`src/rtl/alu_pkg.sv`:
```
// Shared definitions for the multicycle ALU execute stage: alucontrol encodings,
// FSM state type and the bit positions of C and Z within a {C,Z} flag pair.
package alu_pkg;

  localparam logic [2:0] ALU_NDU = 3'b000;
  localparam logic [2:0] ALU_NDZ = 3'b001;
  localparam logic [2:0] ALU_ADD = 3'b010;
  localparam logic [2:0] ALU_ADC = 3'b011;
  localparam logic [2:0] ALU_SUB = 3'b110;

  // {C,Z} packing used by flag_in
  localparam int unsigned FLAG_C = 1;
  localparam int unsigned FLAG_Z = 0;

  typedef enum logic [1:0] {
    S_IDLE = 2'd0,
    S_EXEC = 2'd1,
    S_DONE = 2'd2
  } state_e;

endpackage

```
`src/rtl/alu_core.sv`:
```
// Combinational ALU datapath: {cout, y} = f(op, a, b).
// Any code that is not NAND or SUB falls through to ADD.
module alu_core
  import alu_pkg::*;
#(
  parameter int unsigned WIDTH = 16
) (
  input  logic [2:0]       op,
  input  logic [WIDTH-1:0] a,
  input  logic [WIDTH-1:0] b,
  output logic [WIDTH-1:0] y,
  output logic             cout
);

  logic [WIDTH:0] ext;

  // Select the WIDTH+1-bit sum, NAND or difference
  always_comb begin
    ext = {1'b0, a} + {1'b0, b};
    case (op)
      ALU_NDU, ALU_NDZ: ext = {1'b0, ~(a & b)};
      ALU_SUB:          ext = {1'b0, a} - {1'b0, b};
      default:          ext = {1'b0, a} + {1'b0, b};
    endcase
  end

  assign y    = ext[WIDTH-1:0];
  assign cout = ext[WIDTH];

endmodule

```
`src/rtl/alu_flag_unit.sv`:
```
// Multicycle execute stage (IDLE -> EXEC -> DONE) owning the C and Z flags and
// resolving conditional ADC/NDZ writeback. Optional macro ALU_ILLEGAL_TRAP_EN adds
// the illegal_op output and suppresses writeback/flags for undefined codes.
module alu_flag_unit
  import alu_pkg::*;
#(
  parameter int unsigned WIDTH = 16
) (
  input  logic             clk,
  input  logic             reset_n,
  input  logic             start,
  input  logic [2:0]       alucontrol,
  input  logic [WIDTH-1:0] srca,
  input  logic [WIDTH-1:0] srcb,
  input  logic             flag_we,
  input  logic [1:0]       flag_in,
  output logic             busy,
  output logic             done,
  output logic [WIDTH-1:0] result,
  output logic             reg_we,
  output logic             eq,
  output logic             carry,
`ifdef ALU_ILLEGAL_TRAP_EN
  output logic             illegal_op,
`endif
  output logic             zero
);

  state_e           state_q, state_d;
  logic [2:0]       op_q;
  logic [WIDTH-1:0] a_q, b_q;
  logic [WIDTH-1:0] res_q;
  logic             cout_q, we_q, eq_q, upd_c_q, upd_z_q;
  logic             c_q, z_q;
  logic [WIDTH-1:0] core_y;
  logic             core_cout;
  logic             is_nand, is_sub, cond_ok, illegal, executes;

  alu_core #(
    .WIDTH(WIDTH)
  ) u_core (
    .op  (op_q),
    .a   (a_q),
    .b   (b_q),
    .y   (core_y),
    .cout(core_cout)
  );

  // Next-state logic; start is only looked at in IDLE
  always_comb begin
    state_d = state_q;
    case (state_q)
      S_IDLE:  if (start) state_d = S_EXEC;
      S_EXEC:  state_d = S_DONE;
      S_DONE:  state_d = S_IDLE;
      default: state_d = S_IDLE;
    endcase
  end

  // State register
  always_ff @(posedge clk or negedge reset_n) begin
    if (!reset_n) state_q <= S_IDLE;
    else          state_q <= state_d;
  end

  // Operand latch on accepted start
  always_ff @(posedge clk or negedge reset_n) begin
    if (!reset_n) begin
      op_q <= '0;
      a_q  <= '0;
      b_q  <= '0;
    end else if (state_q == S_IDLE && start) begin
      op_q <= alucontrol;
      a_q  <= srca;
      b_q  <= srcb;
    end
  end

  // Condition/legality decode; C/Z are read as held during EXEC
  always_comb begin
    is_nand = (op_q == ALU_NDU) || (op_q == ALU_NDZ);
    is_sub  = (op_q == ALU_SUB);
    cond_ok = 1'b1;
    if (op_q == ALU_ADC) cond_ok = c_q;
    if (op_q == ALU_NDZ) cond_ok = z_q;
`ifdef ALU_ILLEGAL_TRAP_EN
    illegal = !(is_nand || is_sub || op_q == ALU_ADD || op_q == ALU_ADC);
`else
    illegal = 1'b0;
`endif
    executes = cond_ok && !is_sub && !illegal;
  end

  // Capture the EXEC-cycle result and writeback/flag decisions
  always_ff @(posedge clk or negedge reset_n) begin
    if (!reset_n) begin
      res_q   <= '0;
      cout_q  <= 1'b0;
      we_q    <= 1'b0;
      eq_q    <= 1'b0;
      upd_c_q <= 1'b0;
      upd_z_q <= 1'b0;
    end else if (state_q == S_EXEC) begin
      res_q   <= core_y;
      cout_q  <= core_cout;
      we_q    <= executes;
      eq_q    <= is_sub && (core_y == '0);
      upd_c_q <= executes && !is_nand;
      upd_z_q <= executes;
    end
  end

  // Architectural flags; an external load beats the DONE-edge update
  always_ff @(posedge clk or negedge reset_n) begin
    if (!reset_n) begin
      c_q <= 1'b0;
      z_q <= 1'b0;
    end else if (flag_we) begin
      c_q <= flag_in[FLAG_C];
      z_q <= flag_in[FLAG_Z];
    end else if (state_q == S_DONE) begin
      if (upd_c_q) c_q <= cout_q;
      if (upd_z_q) z_q <= (res_q == '0);
    end
  end

`ifdef ALU_ILLEGAL_TRAP_EN
  logic ill_q;

  // Latch the trap indication for the DONE pulse
  always_ff @(posedge clk or negedge reset_n) begin
    if (!reset_n)                ill_q <= 1'b0;
    else if (state_q == S_EXEC)  ill_q <= illegal;
  end

  assign illegal_op = (state_q == S_DONE) && ill_q;
`endif

  assign busy   = (state_q != S_IDLE);
  assign done   = (state_q == S_DONE);
  assign result = res_q;
  assign reg_we = done && we_q;
  assign eq     = done && eq_q;
  assign carry  = c_q;
  assign zero   = z_q;

endmodule

```
`config.mk`:
```
export PLATFORM = sky130hd
export DESIGN_NAME = alu_flag_unit
export DESIGN_NICKNAME = d
export VERILOG_FILES = /design/src/rtl/alu_pkg.sv /design/src/rtl/alu_core.sv /design/src/rtl/alu_flag_unit.sv
export SDC_FILE = /design/constraint.sdc
export NUM_CORES = 1
export LEC_CHECK = 0
export ABC_AREA = 1
export BUFFER_PORTS_ARGS = -buffer_cell sky130_fd_sc_hd__buf_2
export CORE_MARGIN = 1.5
export CORE_UTILIZATION = 52
export DETAILED_ROUTE_END_ITERATION = 10
export PLACE_DENSITY = 0.74
export SLEW_MARGIN = 20
export SYNTH_ARGS = -nofsm -noshare
export SYNTH_HDL_FRONTEND = slang
export SYNTH_HIERARCHICAL = 1
export SYNTH_SLANG_ARGS = --single-unit
```
`constraint.sdc`:
```
create_clock -name clk -period 2.5 [get_ports clk]
set_input_delay 0.125 -clock clk [delete_from_list [all_inputs] [get_ports clk]]
set_output_delay 0.125 -clock clk [all_outputs]
set_load 0.03 [all_outputs]
```
* Word-level counts from Yosys, hierarchy flattened *
Index checks and enable logic that the tools add are counted.

cells by class
  add/sub/neg operators = 2
  multipliers = 0
  divide/modulo/power cells = 0
  magnitude comparators = 0
  equality and inequality tests = 6
  shift operators = 0
  multiplexer cells = 11
  bitwise logic cells = 2
  reductions and logical operators = 20

operators by type and width
  operator                                              count
  case mux 17 bit (2 select lines)                      1
  logical NOT 16 bit                                    2
  adder 16 x 16 -> 17 bit                               1
  subtractor 16 x 16 -> 17 bit                          1
  AND 16 bit                                            1
  NOT 16 bit                                            1
  two-way mux 1 bit                                     8
  nonzero test 2 bit                                    4
  logical AND 1 bit                                     6
  case mux 2 bit (2 select lines)                       1
  AND reduction 2 bit                                   2
  equality test 3 x 1 -> 1 bit (second input constant)  1
  equality test 3 x 2 -> 1 bit (second input constant)  1
  equality test 3 bit (second input constant)           1
  logical NOT 3 bit                                     1
  equality test 2 x 1 -> 1 bit (second input constant)  1
  equality test 2 bit (second input constant)           1
  logical NOT 1 bit                                     2
  logical NOT 2 bit                                     1
  two-way mux 2 bit                                     1
  != test 2 bit (second input constant)                 1
  OR reduction 2 bit                                    1
  logical OR 1 bit                                      1

word-level totals
  bits in registers = 59
  bits in latches = 0
  RAM bits = 0
  ROM bits = 0
  word-level logic and storage cells = 52
  memories kept = 0

* Longest topological paths before layout *
Gate-level depths: netlist of the first run.

  word-level depth = 5
  depth in mapped cells = 24
  mapped depth without buffers = 24

* Hierarchy *
Netlist of the first run, hierarchy kept.

by module, submodules not included
  module         instances  cells each  area an instance (um2)  sequential area each (um2)
  alu_flag_unit  1          288         2474.9                  1476.4
  alu_core       1          325         1632.8                  0.0

* Worst setup path before layout of the first run *
No wires, ideal clock.

  kind = register to register
  start = register b_q[0]
  end = register eq_q
  library setup time = 0.065 ns
  arrival = 2.554 ns
  setup slack = -0.119 ns
  stages on the path, launching flop included = 24
  path buffers = 0
  clock period less this slack = 2.619 ns
  cells stage by stage = dfrtp_1 inv_1 ha_1 nand3_1 nor2_1 nand3_1 nand2_1 o21ai_0 nor2_1 nor2_1 ha_1 nand2_1 inv_1 nand2_1 nand2_1 a21oi_1 nand3_1 nand3_1 nand2_1 inv_1 nand3_1 nor2_1 nand3_1 nand2_1

RTL lines
  what                                                                     RTL line                        RTL
  start: declaration                                                       alu_flag_unit.sv:31             logic [WIDTH-1:0] a_q, b_q;
  start signal: assignment                                                 alu_flag_unit.sv:75             b_q <= srcb;
  adder 16 x 16 -> 17 bit or subtractor 16 x 16 -> 17 bit (tied branches)  alu_core.sv:23, alu_core.sv:22
  case mux 17 bit (2 select lines) *                                       alu_core.sv:20                  case (op)
  named net core_y[15]                                                     alu_flag_unit.sv:35             logic [WIDTH-1:0] core_y;
  logical NOT 16 bit *                                                     alu_flag_unit.sv:107            eq_q <= is_sub && (core_y == '0);
  logical AND 1 bit *                                                      alu_flag_unit.sv:107
  end signal: assignment                                                   alu_flag_unit.sv:107
  end: declaration                                                         alu_flag_unit.sv:33             logic cout_q, we_q, eq_q, upd_c_q, upd_z_q;

The timed path passes the listed nets; every way through them passes the cells marked *.
A chain may end at the register's enable or synchronous reset.

* Final worst setup path of the first run *
  start = register b_q[1]
  end = register eq_q

The elaborated chain is that of the path after synthesis.

==> results.sh, run 1 <==
export IMPL_outcome="complete, but fails checks"
export IMPL_violations="setup timing"
export IMPL_p_int_mw=3.84
export IMPL_core_mm2=0.00769
export IMPL_tritoncts_num_buffers=9
export IMPL_first_pass_iters=7
export IMPL_finalWorstSetupSlack_ps=-375
export IMPL_ios=63
export IMPL_gr_total_overflow=0
export IMPL_clock_skew_ps=7.98
export IMPL_clkTransAtPathRegs_ps=70
export IMPL_syn_num_nets=673
export IMPL_synth_common_cells="nand2_1, inv_1, dfrtp_1, nor2_1, nand3_1"
export IMPL_synth_top_area_share_pct=35.9
export IMPL_p_sw_mw=3.59
export IMPL_dp_cells=823
export IMPL_die_h_um=91.9
export IMPL_post_route_period_util_pct=115
export IMPL_cts_tree="built"
export IMPL_synth_top_cell_by_area="dfrtp_1"
export IMPL_worstPathArrival_ps=3150
export IMPL_synth_area_leaders="dfrtp_1, nand2_1, inv_1"
export IMPL_layout_nets=838
export IMPL_antenna_left=0
export IMPL_hold_ws_ps=7.89
export IMPL_cts_buffer_depth=2
export IMPL_hpwl_um=8390
export IMPL_h_tree_depth=3
export IMPL_die_area_mm2=0.00844
export IMPL_root_buffer="clkbuf_8"
export IMPL_cts_sinks=59
export IMPL_pwr_share_comb_pct=67.4
export IMPL_crit_path_start_kind="flip-flop"
export IMPL_initial_core_util_pct=53.4
export IMPL_numPortBuffers=62
export IMPL_maxSlewViolCount=0
export IMPL_place_congestion=0.989
export IMPL_fmax_mhz=348
export IMPL_pwr_share_seq_pct=20.8
export IMPL_syn_area_mm2=0.00411
export IMPL_synth_flop_cell="dfrtp_1"
export IMPL_wirelength_um=13000
export IMPL_rsz0062_at_grt="true"
export IMPL_dieWidth_um=91.9
export IMPL_critical_path_class="reg -> reg"
export IMPL_wl_per_cell_um=14.7
export IMPL_diodes=0
export IMPL_grt_util_all_layers_pct=30.9
export IMPL_cap_violations=0
export IMPL_drive_above_1_share_pct=38.2
export IMPL_finalSetupViolations=11
export IMPL_rows=32
export IMPL_fin_cells=885
export IMPL_power_density_mw_per_mm2=1210
export IMPL_critical_path_endpoint_type="flip-flop"
export IMPL_hold_path_class="in -> reg"
export IMPL_grt_max_degree=38
export IMPL_clock_latency_ps=340
export IMPL_hold_viol_final=0
export IMPL_ir_worst_vdd_uv=587
export IMPL_antenna_found_initial=0
export IMPL_route_vias_total=4530
export IMPL_clkPwrFrac_pct=11.8
export IMPL_min_period_ps=2880
export IMPL_grt_pass1_wl_um=20600
export IMPL_worst_pin_slew_ps=750
export IMPL_first_iter_violations=328
export IMPL_syn2layout_area_growth_pct=49.5
export IMPL_post_drt_via_cell_ratio=5.12
export IMPL_yosysSeqAreaShare_pct=35.9
export IMPL_p_leak_nw=3.28
export IMPL_critPathRequiredTime_ps=2770
export IMPL_syn_inst=613
export IMPL_path_max_fanout=4
export IMPL_synthMostInstantiatedCell="nand2_1"
export IMPL_relSlewSlack_pct=50.0
export IMPL_yosys_warnings=6
export IMPL_swShare_pct=48.3
export IMPL_synthDistinctLibCells=36
export IMPL_synth_edf_count=0
export IMPL_drc=0
export IMPL_grt_pass1_vias=4454
export IMPL_synth_seq_cells=59
export IMPL_async_reset_ff_share_pct=100
export IMPL_syn_avg_cell_area_um2=6.70
==> power groups by stage <==
stage	Combinational, mW	Clock (mW)	Sequential [mW]
finish	5.01	0.874	1.55
global route	5.43	0.927	1.59
CTS	4.26	0.882	1.54
detailed placement	3.63	0	1.53
global placement	3.57	0	1.53
floorplan	2.04	0	1.75
==> state kept, by name, summed over array words and instances (netlist names), 2 cells and up <==
register,count
b_q,16
op_q,3
result,16
state_q,2
a_q,16
==> worst max-delay path: stages, from the launching register on <==
cell     delay [ps]
dfrtp_1         400
inv_2           110
ha_4            160
nand3_4         110
nor2_4          160
nand3_2          90
nand2_2         100
xor2_1           70
ha_1            370
nand2_2          80
buf_4           150
nor3_2          180
nand2_1         130
nand2_2         100
nand2_2          50
nand3_2          70
nand2_2          70
inv_2            60
nand3_2          70
nor2_2          110
nand3_1          80
nand2_1          90
==> final timing paths <==
check | to | slack [ps] | startpoint | depth (start not counted)
worst max-delay path | eq_q | -380 | b_q[1] | 21
worst min-delay path | b_q[1] | 8 | srcb[1] | 3
worst max register to register | eq_q | -380 | b_q[1] | 21
worst min register to register | result[1] | 490 | result[1] | 2
max in group asynchronous | b_q[14] | 1480 | reset_n | 3
min in group asynchronous | a_q[6] | 390 | reset_n | 2
==> logic make-up after synthesis <==
group           count (synthesis)  synth area share (%)
simple gates                  382                  38.5
buf+inv                        89                  9.47
compound gates                 49                  6.67
fa+ha+maj                      19                  5.97
mux                             1                 0.244
xor+xnor                       14                  3.17
flops                          59                  35.9
==> cell type report <==
cell class | instances | area [um2]
Inverter | 78 | 305
Fill cell | 536 | 1550
Multi-Input combinational cell | 465 | 2820
Clock buffer | 12 | 145
Timing Repair Buffer | 165 | 1220
Tap cell | 102 | 128
Clock inverter | 4 | 50.0
Sequential cell | 59 | 1480
==> per-layer routing <==
layer  track usage (%)  vias to the layer above  part of all wire, %
li1                  -                     2220                    -
met1              38.9                     2145                   43
met2              53.9                      134                   50
met3              5.72                       31                  5.0
met4              9.23                        0                  2.6
met5                 0                        -                    0
==> cells in the final DEF, fill, tap and decap left out, types with 4 or more instances in the layout <==
cell type and count:
nand3_2 9, clkbuf_8 10, ha_1 8, nor2_4 8, o21a_1 4, nand2_1 217, nand3_1 26, xor2_1 8
ha_4 8, a21oi_1 8, o21ai_1 8, inv_2 20, o21ai_0 7, nor2_2 11, a21oi_4 4, nand3_4 6
nor2_1 33, nand2_2 50, a21oi_2 6, dfrtp_1 59, nand2_4 10, buf_4 58, o21ai_2 6, buf_6 10
buf_2 62, inv_1 54, dlygate4sd3_1 34
==> stage by stage <==
step	util [%]	instance area (um2)	setup TNS, ps	total power [mW]	worst slack (ps)
3_5_place_dp	64.0	4920	-2760	5.16	-386
6_report	79.9	6140	-1510	7.43	-375
3_3_place_gp	64.0	4920	-1610	5.10	-284
5_1_grt	79.9	6140	-3550	7.94	-562
2_1_floorplan	-	4130	-44.6	3.79	-44.6
4_1_cts	75.5	5800	-1210	6.68	-199
==> what timing repair did <==
item | 4_1_cts | 5_1_grt
setup buffers | 8 | 7
pin swaps | 55 | 69
hold buffers | 34 | 0
endpoints found under the hold margin | 63 | 0
resized for setup | 77 | 86
endpoints found under the setup margin | 14 | 14
(Power assumes the default switching activity.)
==> run 2: changes to the inputs <==
--- a/config.mk
+++ b/config.mk
@@ -7,12 +7,11 @@
 export LEC_CHECK = 0
 export ABC_AREA = 1
 export BUFFER_PORTS_ARGS = -buffer_cell sky130_fd_sc_hd__buf_2
-export CORE_MARGIN = 1.5
+export CAP_MARGIN = 20
 export CORE_UTILIZATION = 52
 export DETAILED_ROUTE_END_ITERATION = 10
 export PLACE_DENSITY = 0.74
 export SLEW_MARGIN = 20
 export SYNTH_ARGS = -nofsm -noshare
 export SYNTH_HDL_FRONTEND = slang
-export SYNTH_HIERARCHICAL = 1
 export SYNTH_SLANG_ARGS = --single-unit
==> run 2 against run 1 <==
Compared with the run above: the run still ends with setup timing left; sequential share of layout area is 0.88 points higher; clock power is 0.6% higher; via count is 5.4% lower; utilization is 1.4 points higher; final area is 3.5% lower.
==> results.sh, run 2 <==
export IMPL_worstPathArrival_ps=3240
export IMPL_power_density_mw_per_mm2=1190
export IMPL_min_to="a_q[11]"
export IMPL_syn2layout_area_growth_pct=50.7
export IMPL_syn_inst=579
export IMPL_outcome="complete, but fails checks"
export IMPL_critical_path_class="reg -> reg"
export IMPL_r2r_end="eq_q"
export IMPL_p_leak_nw=3.10
export IMPL_violations="setup timing"
export IMPL_path_max_fanout=3
export IMPL_root_buffer="clkbuf_8"
export IMPL_crit_path_start_kind="flip-flop"
export IMPL_clkTransAtPathRegs_ps=70
export IMPL_wirelength_um=11900
export IMPL_p_int_mw=3.72
export IMPL_cts_sinks=59
export IMPL_multi_input_area_mm2=0.00255
export IMPL_first_iter_violations=209
export IMPL_worst_pin_slew_ps=642
export IMPL_rrSetupSlack_ps=-450
export IMPL_synthMostInstantiatedCell="nand2_1"
export IMPL_wl_per_cell_um=13.9
export IMPL_r2r_cells=24
export IMPL_synth_top_area_share_pct=37.6
export IMPL_grt_pass1_vias=4004
export IMPL_crit_chain="inv_2, ha_4, nand3_4, nor3_4, nand2_2, nor3_4, nand2_1, nand2_2, nand2_2, xor2_1, ha_1, nand2_2, inv_1, nand2_1, nand2_1, a21oi_2, nand2_1, nand2_1, nand2_1, a21boi_2, nand2_1, nor2_1, nand2_1, nand2_1"
export IMPL_finalSetupViolations=14
export IMPL_cts_buffer_depth=2
export IMPL_cp_common_cell="nand2_1"
export IMPL_layout_nets=808
export IMPL_drive_above_1_share_pct=33.6
export IMPL_grt_pass1_wl_um=18400
export IMPL_final_area_mm2=0.00592
export IMPL_route_vias_total=4285
export IMPL_worst_hold_path_num_cells=3
export IMPL_synth_area_leaders="dfrtp_1, nand2_1, inv_1"
export IMPL_antenna_found_initial=0
export IMPL_hold_start="srca[11]"
export IMPL_layout_common_cells="nand2_1, inv_1, buf_4, buf_2, dfrtp_1"
export IMPL_core_mm2=0.00729
export IMPL_syn_area_mm2=0.00393
export IMPL_synthDistinctLibCells=35
export IMPL_fill_cells=498
export IMPL_regArea_mm2=0.00148
export IMPL_maxSlewViolCount=0
export IMPL_cap_violations=0
export IMPL_slowest_stage="dfrtp_1"
export IMPL_hpwl_um=7830
export IMPL_antenna_left=0
export IMPL_ir_worst_vdd_uv=653
export IMPL_diodes=0
export IMPL_post_drt_via_cell_ratio=5.03
export IMPL_ios=63
export IMPL_min_period_ps=2950
export IMPL_synth_seq_cells=59
export IMPL_drc=0
export IMPL_rsz0062_at_grt="true"
export IMPL_yosys_warnings=0
export IMPL_numPortBuffers=62
export IMPL_gr_total_overflow=0
export IMPL_final_common_cell="nand2_1"
export IMPL_hold_path_class="in -> reg"
export IMPL_die_area_mm2=0.00791
export IMPL_initial_core_util_pct=53.9
export IMPL_async_reset_ff_share_pct=100
export IMPL_hold_viol_final=0
export IMPL_clkPwrFrac_pct=12.5
export IMPL_syn_num_nets=639
export IMPL_fmax_mhz=339
export IMPL_timing_rr_start="b_q[1]"
export IMPL_rows=31
export IMPL_postPlaceCellArea_mm2=0.00477
export IMPL_swShare_pct=47.1
export IMPL_critPathRequiredTime_ps=2790
export IMPL_tritoncts_num_buffers=9
export IMPL_cts_tree="built"
export IMPL_h_tree_depth=3
export IMPL_post_route_period_util_pct=118
export IMPL_slowest_delay_ps=400
export IMPL_pwr_share_seq_pct=21.6
export IMPL_relSlewSlack_pct=56.9
export IMPL_synth_common_cells="nand2_1, inv_1, dfrtp_1, o21ai_0, nor2_1"
export IMPL_clock_latency_ps=360
export IMPL_finalWorstSetupSlack_ps=-451
export IMPL_synth_flop_cell="dfrtp_1"
export IMPL_p_sw_mw=3.31
export IMPL_synth_edf_count=0
export IMPL_place_congestion=0.928
export IMPL_clock_skew_ps=10.1
export IMPL_yosysSeqAreaShare_pct=37.6
export IMPL_grt_util_all_layers_pct=31.3
export IMPL_die_h_um=88.9
export IMPL_dieWidth_um=88.9
export IMPL_synth_top_cell_by_area="dfrtp_1"
export IMPL_critical_path_endpoint_type="flip-flop"
export IMPL_hold_ws_ps=26.3
export IMPL_first_pass_iters=5
export IMPL_grt_max_degree=60
export IMPL_pwr_share_comb_pct=65.9
export IMPL_syn_avg_cell_area_um2=6.79
-- run 2: cell types whose count changed after synthesis, sizes merged, moves of 6 or more --
cell   before  now
o21ai      22   47
nor2       52   39
inv        78   89
xor2        8   14
nand2     277  213
nand3      41   35
-- run 2: what timing repair did --
item                       CTS  global route
hold endpoints to repair    93             0
pin swaps                   19            31
resized for setup           57            62
setup endpoints to repair   11            14
hold buffers                35             0
buffers inserted             7            10
-- run 2: through the flow --
stage / instances / worst slack [ps] / util (%) / power [mW] / setup TNS (ps)
after floorplan: 579 / -147 / - / 3.70 / -248
after global placement: 785 / -443 / 65.4 / 4.92 / -2330
after detailed placement: 785 / -516 / 65.4 / 4.99 / -3020
after CTS: 842 / -373 / 77.1 / 6.38 / -1990
after global routing: 852 / -623 / 81.2 / 7.56 / -5970
final: 852 / -451 / 81.2 / 7.02 / -3510
-- run 2: logic make-up after synthesis --
kind of cell | count (synthesis) | synth area share [%]
buf+inv | 103 | 10.1
compound gates | 72 | 9.71
flops | 59 | 37.6
mux | 1 | 0.255
simple gates | 309 | 32.5
xor+xnor | 16 | 3.57
fa+ha+maj | 19 | 6.24
-- run 2: how the worst max path moves through the flow --
stage	start	end	slack (ps)
5_1_grt	b_q[1]	eq_q	-620
4_1_cts	b_q[1]	eq_q	-370
3_5_place_dp	b_q[1]	eq_q	-520
2_1_floorplan	b_q[0]	eq_q	-150
3_3_place_gp	b_q[0]	eq_q	-440
6_report	b_q[1]	eq_q	-450
-- run 2: routing by layer --
layer | GRT usage, % | part of all wire, % | vias to the layer above
li1 | - | - | 2150
met1 | 40.0 | 45 | 1991
met2 | 55.2 | 49 | 127
met3 | 3.97 | 4.8 | 17
met4 | 10.2 | 1.4 | 0
met5 | 0 | 0 | -
-- run 2: layout make-up --
class                   instances  share of cell area [%]
inverters                      90                    5.70
multi-input cells             417                    43.0
flip-flops and latches         59                    24.9
well taps                      99                    2.09
repair buffers                171                    21.0
clock inverters                 4                   0.845
clock buffers                  12                    2.45
-- run 2: worst max-delay path, delay by kind of cell, from the launching register on --
kind	cells	cell delay, ps
AO/OA/AOI/OAI	2	290
flip-flops	1	400
buffers and inverters	2	130
AND/OR/NAND/NOR	17	1410
XOR/XNOR	1	150
adder cells (fa/ha/maj)	2	490
-- run 2: power by group through the flow --
stage                     combinational, mW  clock, mW  sequential (mW)
after floorplan                        1.97          0             1.73
after global placement                 3.44          0             1.48
after detailed placement               3.50          0             1.50
after CTS                              3.99      0.887             1.50
after global routing                   5.08      0.923             1.55
final                                  4.62      0.879             1.52
